`src/rtl/psum_collector.sv`:
```
`default_nettype none
// ============================================================================
// Module   : psum_collector
// Purpose  : De-skews the staggered partial sums leaving the bottom row of an
//            N-column systolic array into whole result rows and buffers them
//            in a DEPTH-entry FIFO with a valid/ready output. Rows that find
//            the FIFO full are dropped and counted, since the array cannot
//            be stalled.
// Options  : PSUM_COLLECTOR_RELU_EN - clamp negative column values to zero
//            before the FIFO write.
// Revision : 1.0 - initial release
// ============================================================================
module psum_collector #(
  parameter int N     = 4,
  parameter int DW    = 16,
  parameter int DEPTH = 4
) (
  input  logic            clk,
  input  logic            rst_n,
  input  logic            clear,
  input  logic [N*DW-1:0] psum_in,
  input  logic            in_valid,
  output logic [N*DW-1:0] out_data,
  output logic            out_valid,
  input  logic            out_ready,
  output logic            overflow,
  output logic [7:0]      drop_count,
  output logic [15:0]     rows_out
);

  localparam int c_AW = $clog2(DEPTH);

  // Reset and clear act identically on every piece of state.
  logic w_flush;
  assign w_flush = !rst_n || clear;

  // Row as it lines up at cycle c+N-1, before and after optional clamping.
  logic [N*DW-1:0] w_aligned;
  logic [N*DW-1:0] w_row;

  // Column j needs N-1-j stages so that every column meets the last one.
  for (genvar j = 0; j < N; j++) begin : g_col
    localparam int c_STG = N - 1 - j;
    if (c_STG == 0) begin : g_pass
      assign w_aligned[j*DW +: DW] = psum_in[j*DW +: DW];
    end else begin : g_dly
      logic [DW-1:0] dly_q [c_STG];
      // Pure shift register for this column's skew compensation.
      always_ff @(posedge clk) begin
        if (w_flush) begin
          for (int s = 0; s < c_STG; s++) dly_q[s] <= '0;
        end else begin
          dly_q[0] <= psum_in[j*DW +: DW];
          for (int s = 1; s < c_STG; s++) dly_q[s] <= dly_q[s-1];
        end
      end
      assign w_aligned[j*DW +: DW] = dly_q[c_STG-1];
    end
  end

  // Optional per-column clamp; a pass-through in the default build.
  for (genvar j = 0; j < N; j++) begin : g_relu
`ifdef PSUM_COLLECTOR_RELU_EN
    assign w_row[j*DW +: DW] = w_aligned[j*DW+DW-1] ? {DW{1'b0}} : w_aligned[j*DW +: DW];
`else
    assign w_row[j*DW +: DW] = w_aligned[j*DW +: DW];
`endif
  end

  // Valid travels alongside column 0, so it needs the full N-1 stages.
  logic [N-2:0] vld_q;

  // Valid shift register; a flush kills any partially aligned row.
  always_ff @(posedge clk) begin
    if (w_flush) begin
      vld_q <= '0;
    end else begin
      for (int s = N - 2; s > 0; s--) vld_q[s] <= vld_q[s-1];
      vld_q[0] <= in_valid;
    end
  end

  // FIFO state: pointers carry one extra bit to tell full from empty.
  logic [N*DW-1:0] mem_q [DEPTH];
  logic [c_AW:0]   wptr_q, wptr_d;
  logic [c_AW:0]   rptr_q, rptr_d;
  logic            out_valid_q;
  logic            overflow_q;
  logic [7:0]      drop_count_q;
  logic [15:0]     rows_out_q;

  logic w_full;
  logic w_pop;
  logic w_push_req;
  logic w_push;
  logic w_drop;

  assign w_full     = (wptr_q[c_AW] != rptr_q[c_AW]) &&
                      (wptr_q[c_AW-1:0] == rptr_q[c_AW-1:0]);
  assign w_pop      = out_valid_q && out_ready;
  assign w_push_req = vld_q[N-2];
  // A same-cycle pop frees the slot, so a full FIFO still accepts the row.
  assign w_push     = w_push_req && (!w_full || w_pop);
  assign w_drop     = w_push_req && !w_push;

  // Next pointer values; also used to register out_valid one cycle early.
  always_comb begin
    wptr_d = wptr_q;
    rptr_d = rptr_q;
    if (w_push) wptr_d = wptr_q + {{c_AW{1'b0}}, 1'b1};
    if (w_pop)  rptr_d = rptr_q + {{c_AW{1'b0}}, 1'b1};
  end

  // FIFO storage, pointers, registered valid and status counters.
  always_ff @(posedge clk) begin
    if (w_flush) begin
      for (int i = 0; i < DEPTH; i++) mem_q[i] <= '0;
      wptr_q       <= '0;
      rptr_q       <= '0;
      out_valid_q  <= 1'b0;
      overflow_q   <= 1'b0;
      drop_count_q <= '0;
      rows_out_q   <= '0;
    end else begin
      if (w_push) mem_q[wptr_q[c_AW-1:0]] <= w_row;
      wptr_q      <= wptr_d;
      rptr_q      <= rptr_d;
      out_valid_q <= (wptr_d != rptr_d);
      if (w_drop) begin
        overflow_q <= 1'b1;
        if (drop_count_q != 8'hFF) drop_count_q <= drop_count_q + 8'd1;
      end
      if (w_pop) rows_out_q <= rows_out_q + 16'd1;
    end
  end

  assign out_data   = mem_q[rptr_q[c_AW-1:0]];
  assign out_valid  = out_valid_q;
  assign overflow   = overflow_q;
  assign drop_count = drop_count_q;
  assign rows_out   = rows_out_q;

endmodule
`default_nettype wire
```
`config.mk`:
```
export PLATFORM = sky130hd
export DESIGN_NAME = psum_collector
export DESIGN_NICKNAME = d
export VERILOG_FILES = /design/src/rtl/psum_collector.sv
export SDC_FILE = /design/constraint.sdc
export NUM_CORES = 1
export LEC_CHECK = 0
export BUFFER_PORTS_ARGS = -buffer_cell sky130_fd_sc_hd__buf_4
export CORE_AREA = 2 2 178 180
export CTS_CLUSTER_SIZE = 28
export DETAILED_ROUTE_END_ITERATION = 10
export DIE_AREA = 0 0 180 182
export PLACE_DENSITY = 0.67
export SLEW_MARGIN = 20
export SYNTH_ARGS = -nofsm -noshare
export SYNTH_HDL_FRONTEND = slang
export SYNTH_SLANG_ARGS = --single-unit
```
`constraint.sdc`:
```
create_clock -name clk -period 8.19 [get_ports clk]
set_input_delay 0.819 -clock clk [delete_from_list [all_inputs] [get_ports clk]]
set_output_delay 0.819 -clock clk [all_outputs]
set_load 0.05 [all_outputs]
```
==> results.py, run 1 <==
metrics = {
    "outcome": {
        "status": "finished, final reports clean",
    },
    "setup_path": {
        "cp_top_family": "buffers and inverters",
        "max_stage_delay_ps": 860,
        "end_kind": "primary output",
        "path_buf_inv": 2,
        "cpMaxStageDelayCell": "dfxtp_4",
        "crit_required_ps": 7370,
        "crit_top_cell": "buf_4",
        "arrival_ps": 2970,
        "crit_chain": "buf_4 -> mux4_2 -> buf_4",
        "critical_path_class": "flip-flop to primary output",
        "critPathMaxFanout": 37,
        "setup.worst_path.start_class": "flip-flop",
        "rrSetupSlack_ps": 4600,
    },
    "cells_and_area": {
        "syn2layout_area_growth_pct": 19.6,
        "final_layout_size_suffix_gt1_share_pct": 25.4,
        "final_cells": 1603,
        "diodes": 0,
        "multi_input_area_um2": 4650,
        "final_area_um2": 18100,
        "fillers": 2411,
        "regArea_um2": 10300,
        "nets": 1241,
    },
    "pwr": {
        "seqPwrFrac_pct": 51.6,
        "p_leak_nw": 7.12,
        "power_density_nw_per_um2": 231,
        "peakVddDrop_uv": 145,
        "power.internal_mw": 3.34,
        "power_frac_comb_pct": 4.0,
        "swShare_pct": 20.2,
        "total_power_mw": 4.18,
        "switchingPower_mw": 0.847,
        "pwr-share-clk_pct": 44.4,
    },
    "timing": {
        "rsz0062_at_grt": "false",
        "period_minus_slack_ps": 3780,
        "slew_headroom_pct": 31.2,
        "worst_clock_skew_ps": 19.6,
        "worstMarginPinSlew_ps": 1030,
        "post-route-period-util_pct": 46.2,
        "hold_violations": 0,
        "whs_ps": 419,
        "fin_setup_tns_ps": 0,
        "final-setup-viol-count": 0,
        "max_freq_mhz": 264,
        "drv_slew": 0,
    },
    "floorplanning": {
        "die_w_um": 180,
        "initial_utilization_pct": 48.9,
        "io_pins": 159,
        "die_y_um": 182,
        "die_area_um2": 32800,
        "row_count": 65,
        "coreArea_um2": 31000,
    },
    "routing": {
        "drc": 0,
        "drtIter0Drc": 504,
        "wl_um": 28500,
        "first_pass_iters": 5,
        "vias_per_cell": 4.98,
        "vias": 7982,
        "ant_nets": 0,
        "drt-wirelength-per-cell_um": 17.8,
    },
    "place": {
        "portBuffers": 158,
        "place.gp.congestion": 0.770,
        "place_inst": 1527,
        "hpwl_um": 15500,
        "placed_cell_area_um2": 16700,
    },
    "clock_tree": {
        "post_cts_resized": 0,
        "cts_tree": "done",
        "clkSinkCount": 387,
        "insertion_delay_ps": 530,
        "clock_path_buffers": 3,
        "root_buffer": "clkbuf_16",
        "postCtsSetupBuffers": 0,
        "holdBufCountCts": 0,
        "clkSlewWorstSetupHoldPaths_ps": 60,
        "cts_buffers": 41,
        "cts_max_level": 2,
    },
    "synthesis": {
        "synth_top_area_cell": "edfxtp_1",
        "ys.flop_type": "edfxtp_1",
        "ys_seq_elements": 387,
        "syn_nets": 1090,
        "syn-cell-area_um2": 15200,
        "synth_edf_count": 256,
        "postSynthCellCount": 1017,
        "yosysMostFrequentCell": "and2_1",
        "synth_top_area_share_pct": 50.7,
        "synth_cell_types": 36,
        "yosysWarnings": 0,
        "synthTopCellsByArea": "edfxtp_1 (51%), dfxtp_1 (17%), and2_1 (15%)",
        "synth_area_per_cell_um2": 14.9,
        "yosys-top-cells-count": "and2_1 (356), edfxtp_1 (256), dfxtp_1 (131)",
        "synth-async-reset-ratio_pct": 0,
        "yosysSeqAreaShare_pct": 68.0,
    },
    "global_routing": {
        "grt.total_usage_pct": 17.6,
        "grt_first_pass_wirelength_um": 45100,
        "gr-total-overflow": 0,
        "grt_max_degree": 105,
        "grt_pass1_vias": 8248,
        "antenna_found_initial": 0,
    },
    "run": {
        "cap_violations": 0,
    },
    "hold_path": {
        "hold_class": "flip-flop to flip-flop",
    },
}
-- layer usage --
layer,wire length [um],part of all wire [%],track usage [%]
met1,12200,43,23.0
met3,1340,4.7,3.11
met4,580,2.0,5.01
met2,14300,50,30.3
met5,0,0,0
-- metrics by stage --
| stage | setup slack [ps] | util [%] |
|---|---|---|
| detailed placement | 4520 | 54.1 |
| global placement | 4580 | 54.1 |
| floorplan | 1730 | - |
| finish | 4410 | 58.5 |
| global route | 4160 | 58.5 |
| CTS | 4280 | 58.5 |
-- worst reg2reg max path, stage by stage (launching register included) --
cell      delay (ps)
dfxtp_4          860
xor2_2           290
o41ai_4          850
or2_1            330
nor3_2            70
nand2b_4         650
-- power groups by stage --
stage | sequential, mW | clock (mW) | combinational [mW]
global route | 2.16 | 1.98 | 0.179
floorplan | 2.20 | 0 | 0.0988
CTS | 2.16 | 1.90 | 0.172
finish | 2.16 | 1.86 | 0.168
detailed placement | 2.20 | 0 | 0.172
global placement | 2.20 | 0 | 0.170
-- area by class of cell --
class / count / share of cell area [%]
well taps: 402 / 2.77
clock buffers: 62 / 6.79
repair buffers: 168 / 6.96
clock inverters: 14 / 0.814
flip-flops and latches: 387 / 56.9
multi-input cells: 564 / 25.6
inverters: 6 / 0.124
-- path summary, 6_finish.rpt --
kind / from / end / cells past startpoint
max: rptr_q[0] / out_data[10] / 3
min: g_col[1].g_dly.dly_q[0][13] / g_col[1].g_dly.dly_q[0][29] / 1
max reg2reg: rptr_q[0] / mem_q[0][28] / 5
min reg2reg: g_col[1].g_dly.dly_q[0][13] / g_col[1].g_dly.dly_q[0][29] / 1
-- state kept, by name (all words and copies together), names as in the netlist --
signal and count:
overflow 1, vld_q 3, g_col.g_dly.dly_q 96, rows_out 16
out_valid 1, rptr_q 3, mem_q 256, drop_count 8
wptr_q 3
-- logic make-up after synthesis --
group           after synthesis  share of synthesized area, %
mux                          67                          9.71
compound gates               24                          1.04
xor+xnor                     26                          1.55
flops                       387                          68.0
buf+inv                      66                          1.76
fa+ha+maj                     4                         0.330
simple gates                443                          17.6
-- placed cells by master (no fill, tap or decap), types with 7 or more instances in the layout --
cell	n
and3_1	7
mux4_2	64
or3_1	7
o21ai_0	7
clkbuf_16	46
xnor2_1	13
edfxtp_1	256
xor2_1	12
dfxtp_1	129
clkbuf_1	14
nor2_1	26
nand2_1	15
a21oi_1	10
and2_1	356
buf_4	168
Power figures use the tool's default switching activity.
==> run 2, diff against run 1 <==
Clock period 8.19 ns to 3.6 ns, I/O delays scaled along.
==> results.py, run 2 (synthesized netlist as in run 1, its figures left out) <==
metrics = {
    "cells_and_area": {
        "top_register": "mem_q",
        "fin_util_pct": 59.2,
        "syn2layout_area_growth_pct": 21.1,
        "final_cell_mix": "and2_1 (356), edfxtp_1 (256), buf_4 (173)",
        "final_common_cell": "and2_1",
        "final_layout_size_suffix_gt1_share_pct": 26.4,
        "largest_register_ff_count": 256,
        "nets": 1256,
        "fillers": 2401,
    },
    "timing": {
        "hold_violations": 0,
        "worst_clock_skew_ps": 16.6,
        "slew_headroom_pct": 30.2,
        "rsz0062_at_grt": "false",
        "final-setup-viol-count": 0,
        "drv_slew": 0,
        "fin_ws_ps": 643,
        "worstMarginPinSlew_ps": 1040,
        "post-route-period-util_pct": 82.1,
        "max_freq_mhz": 338,
        "period_minus_slack_ps": 2960,
    },
    "clock_tree": {
        "cts_tree": "done",
        "clkSinkCount": 387,
        "cts_max_level": 2,
        "insertion_delay_ps": 540,
        "clkSlewWorstSetupHoldPaths_ps": 60,
        "cts_buffers": 42,
        "postCtsSetupBuffers": 0,
        "clock_path_buffers": 3,
        "root_buffer": "clkbuf_16",
    },
    "floorplanning": {
        "die_y_um": 182,
        "coreArea_um2": 31000,
        "die_w_um": 180,
        "row_count": 65,
        "die_area_um2": 32800,
        "initial_utilization_pct": 48.9,
        "io_pins": 159,
    },
    "routing": {
        "drc": 0,
        "ant_nets": 0,
        "drt-wirelength-per-cell_um": 18.0,
        "vias": 8131,
        "vias_per_cell": 5.02,
        "wl_um": 29100,
        "first_pass_iters": 5,
        "drtIter0Drc": 452,
    },
    "place": {
        "portBuffers": 158,
        "dp_slack_ps": 640,
        "hpwl_um": 16400,
        "place.gp.congestion": 0.719,
    },
    "outcome": {
        "status": "finished, final reports clean",
    },
    "hold_path": {
        "hold_class": "input port to flip-flop",
        "hold_depth": 2,
        "hold_start": "psum_in[0]",
        "holdPathEnd": "g_col[0].g_dly.dly_q[0][0]",
    },
    "setup_path": {
        "setup.worst_path.start_class": "flip-flop",
        "end_kind": "flip-flop",
        "worstRegToRegCells": 6,
        "crit_required_ps": 3860,
        "critical_path_class": "flip-flop to flip-flop",
        "critPathMaxFanout": 39,
        "arrival_ps": 3210,
        "rrSetupSlack_ps": 640,
        "reg2reg_to": "mem_q[0][29]",
        "worstReg2RegStart": "wptr_q[0]",
    },
    "pwr": {
        "p_leak_nw": 7.24,
        "power_density_nw_per_um2": 523,
        "peakVddDrop_uv": 384,
    },
    "global_routing": {
        "antenna_found_initial": 1,
        "grt_pass1_vias": 8398,
        "grt_first_pass_wirelength_um": 46200,
        "grt.total_usage_pct": 18.0,
        "grt_max_degree": 68,
        "gr-total-overflow": 0,
    },
    "run": {
        "cap_violations": 0,
    },
}
==> run 2: changes by cell type in the layout (fill, tap and decap cells not counted) <==
cell           previous run  this run
bufinv_16                 3         1
clkinv_4                  0         1
buf_12                    0         3
clkinv_8                  0         2
inv_6                     2         0
clkinv_1                  4         3
clkinv_2                  5         8
clkbuf_1                 14         8
buf_4                   168       173
dlygate4sd3_1             0         6
clkbuf_8                  2         6
clkbuf_16                46        48
diode_2                   0         1
==> run 2: routing by layer <==
metal  track usage (%)  part of all wire (%)  up-vias
met5                 0                     0        -
met1              23.8                    43     3982
li1                  -                     -     3914
met2              30.9                    50      199
met3              3.31                   5.0       36
met4              4.75                   1.7        0
==> run 2: how the worst max path moves through the flow <==
stage          startpoint      endpoint  slack (ps)  cells after the start
2_1_floorplan   out_valid   mem_q[1][0]       -1020                      4
3_3_place_gp    wptr_q[0]  mem_q[0][36]         660                      6
3_5_place_dp    wptr_q[0]  mem_q[0][48]         640                      6
4_1_cts         wptr_q[0]  mem_q[0][29]         620                      6
5_1_grt         wptr_q[0]  mem_q[0][29]         450                      6
6_report        wptr_q[0]  mem_q[0][29]         640                      6
==> run 2: layout make-up <==
type / instances / area (um^2) / share of cell area (%)
inverters: 6 / 22.5 / 0.123
clock buffers: 62 / 1310 / 7.16
multi-input cells: 564 / 4650 / 25.3
well taps: 402 / 503 / 2.74
clock inverters: 15 / 123 / 0.668
diodes: 1 / 2.50 / 0.0136
flip-flops and latches: 387 / 10300 / 56.2
repair buffers: 182 / 1420 / 7.73
==> run 2: critical path, stage by stage (launching register included) <==
cell and delay [ps]:
dfxtp_1 550, xor2_2 230, o41ai_4 800, or2_1 330
nor3_2 70, nand2b_4 360, buf_12 320
==> run 2: stage by stage <==
stage                     total power [mW]  std cells  hold slack, ps  TNS [ps]  area (um^2)
after global routing                  9.92       1619           0.752         0        18300
after global placement                5.39       1535             407         0        16800
after floorplan                       5.22       1017             406   -130790        15200
after detailed placement              5.40       1535             410         0        16800
after CTS                             9.70       1617           0.273         0        18300
final                                 9.60       1619            17.6         0        18300
==> run 2: repair_timing <==
action                                  in CTS  in global routing
hold buffers                                 5                  1
hold endpoints to repair                     5                  1
gates resized for setup                      0                  0
endpoints found under the setup margin       0                  0
==> run 2: power breakdown <==
group	internal, mW	switching [mW]	leakage (nW)
registers	4.86	0.0398	3.93
logic	0.152	0.247	2.60
clock network	2.61	1.69	0.712
total	7.63	1.97	7.24
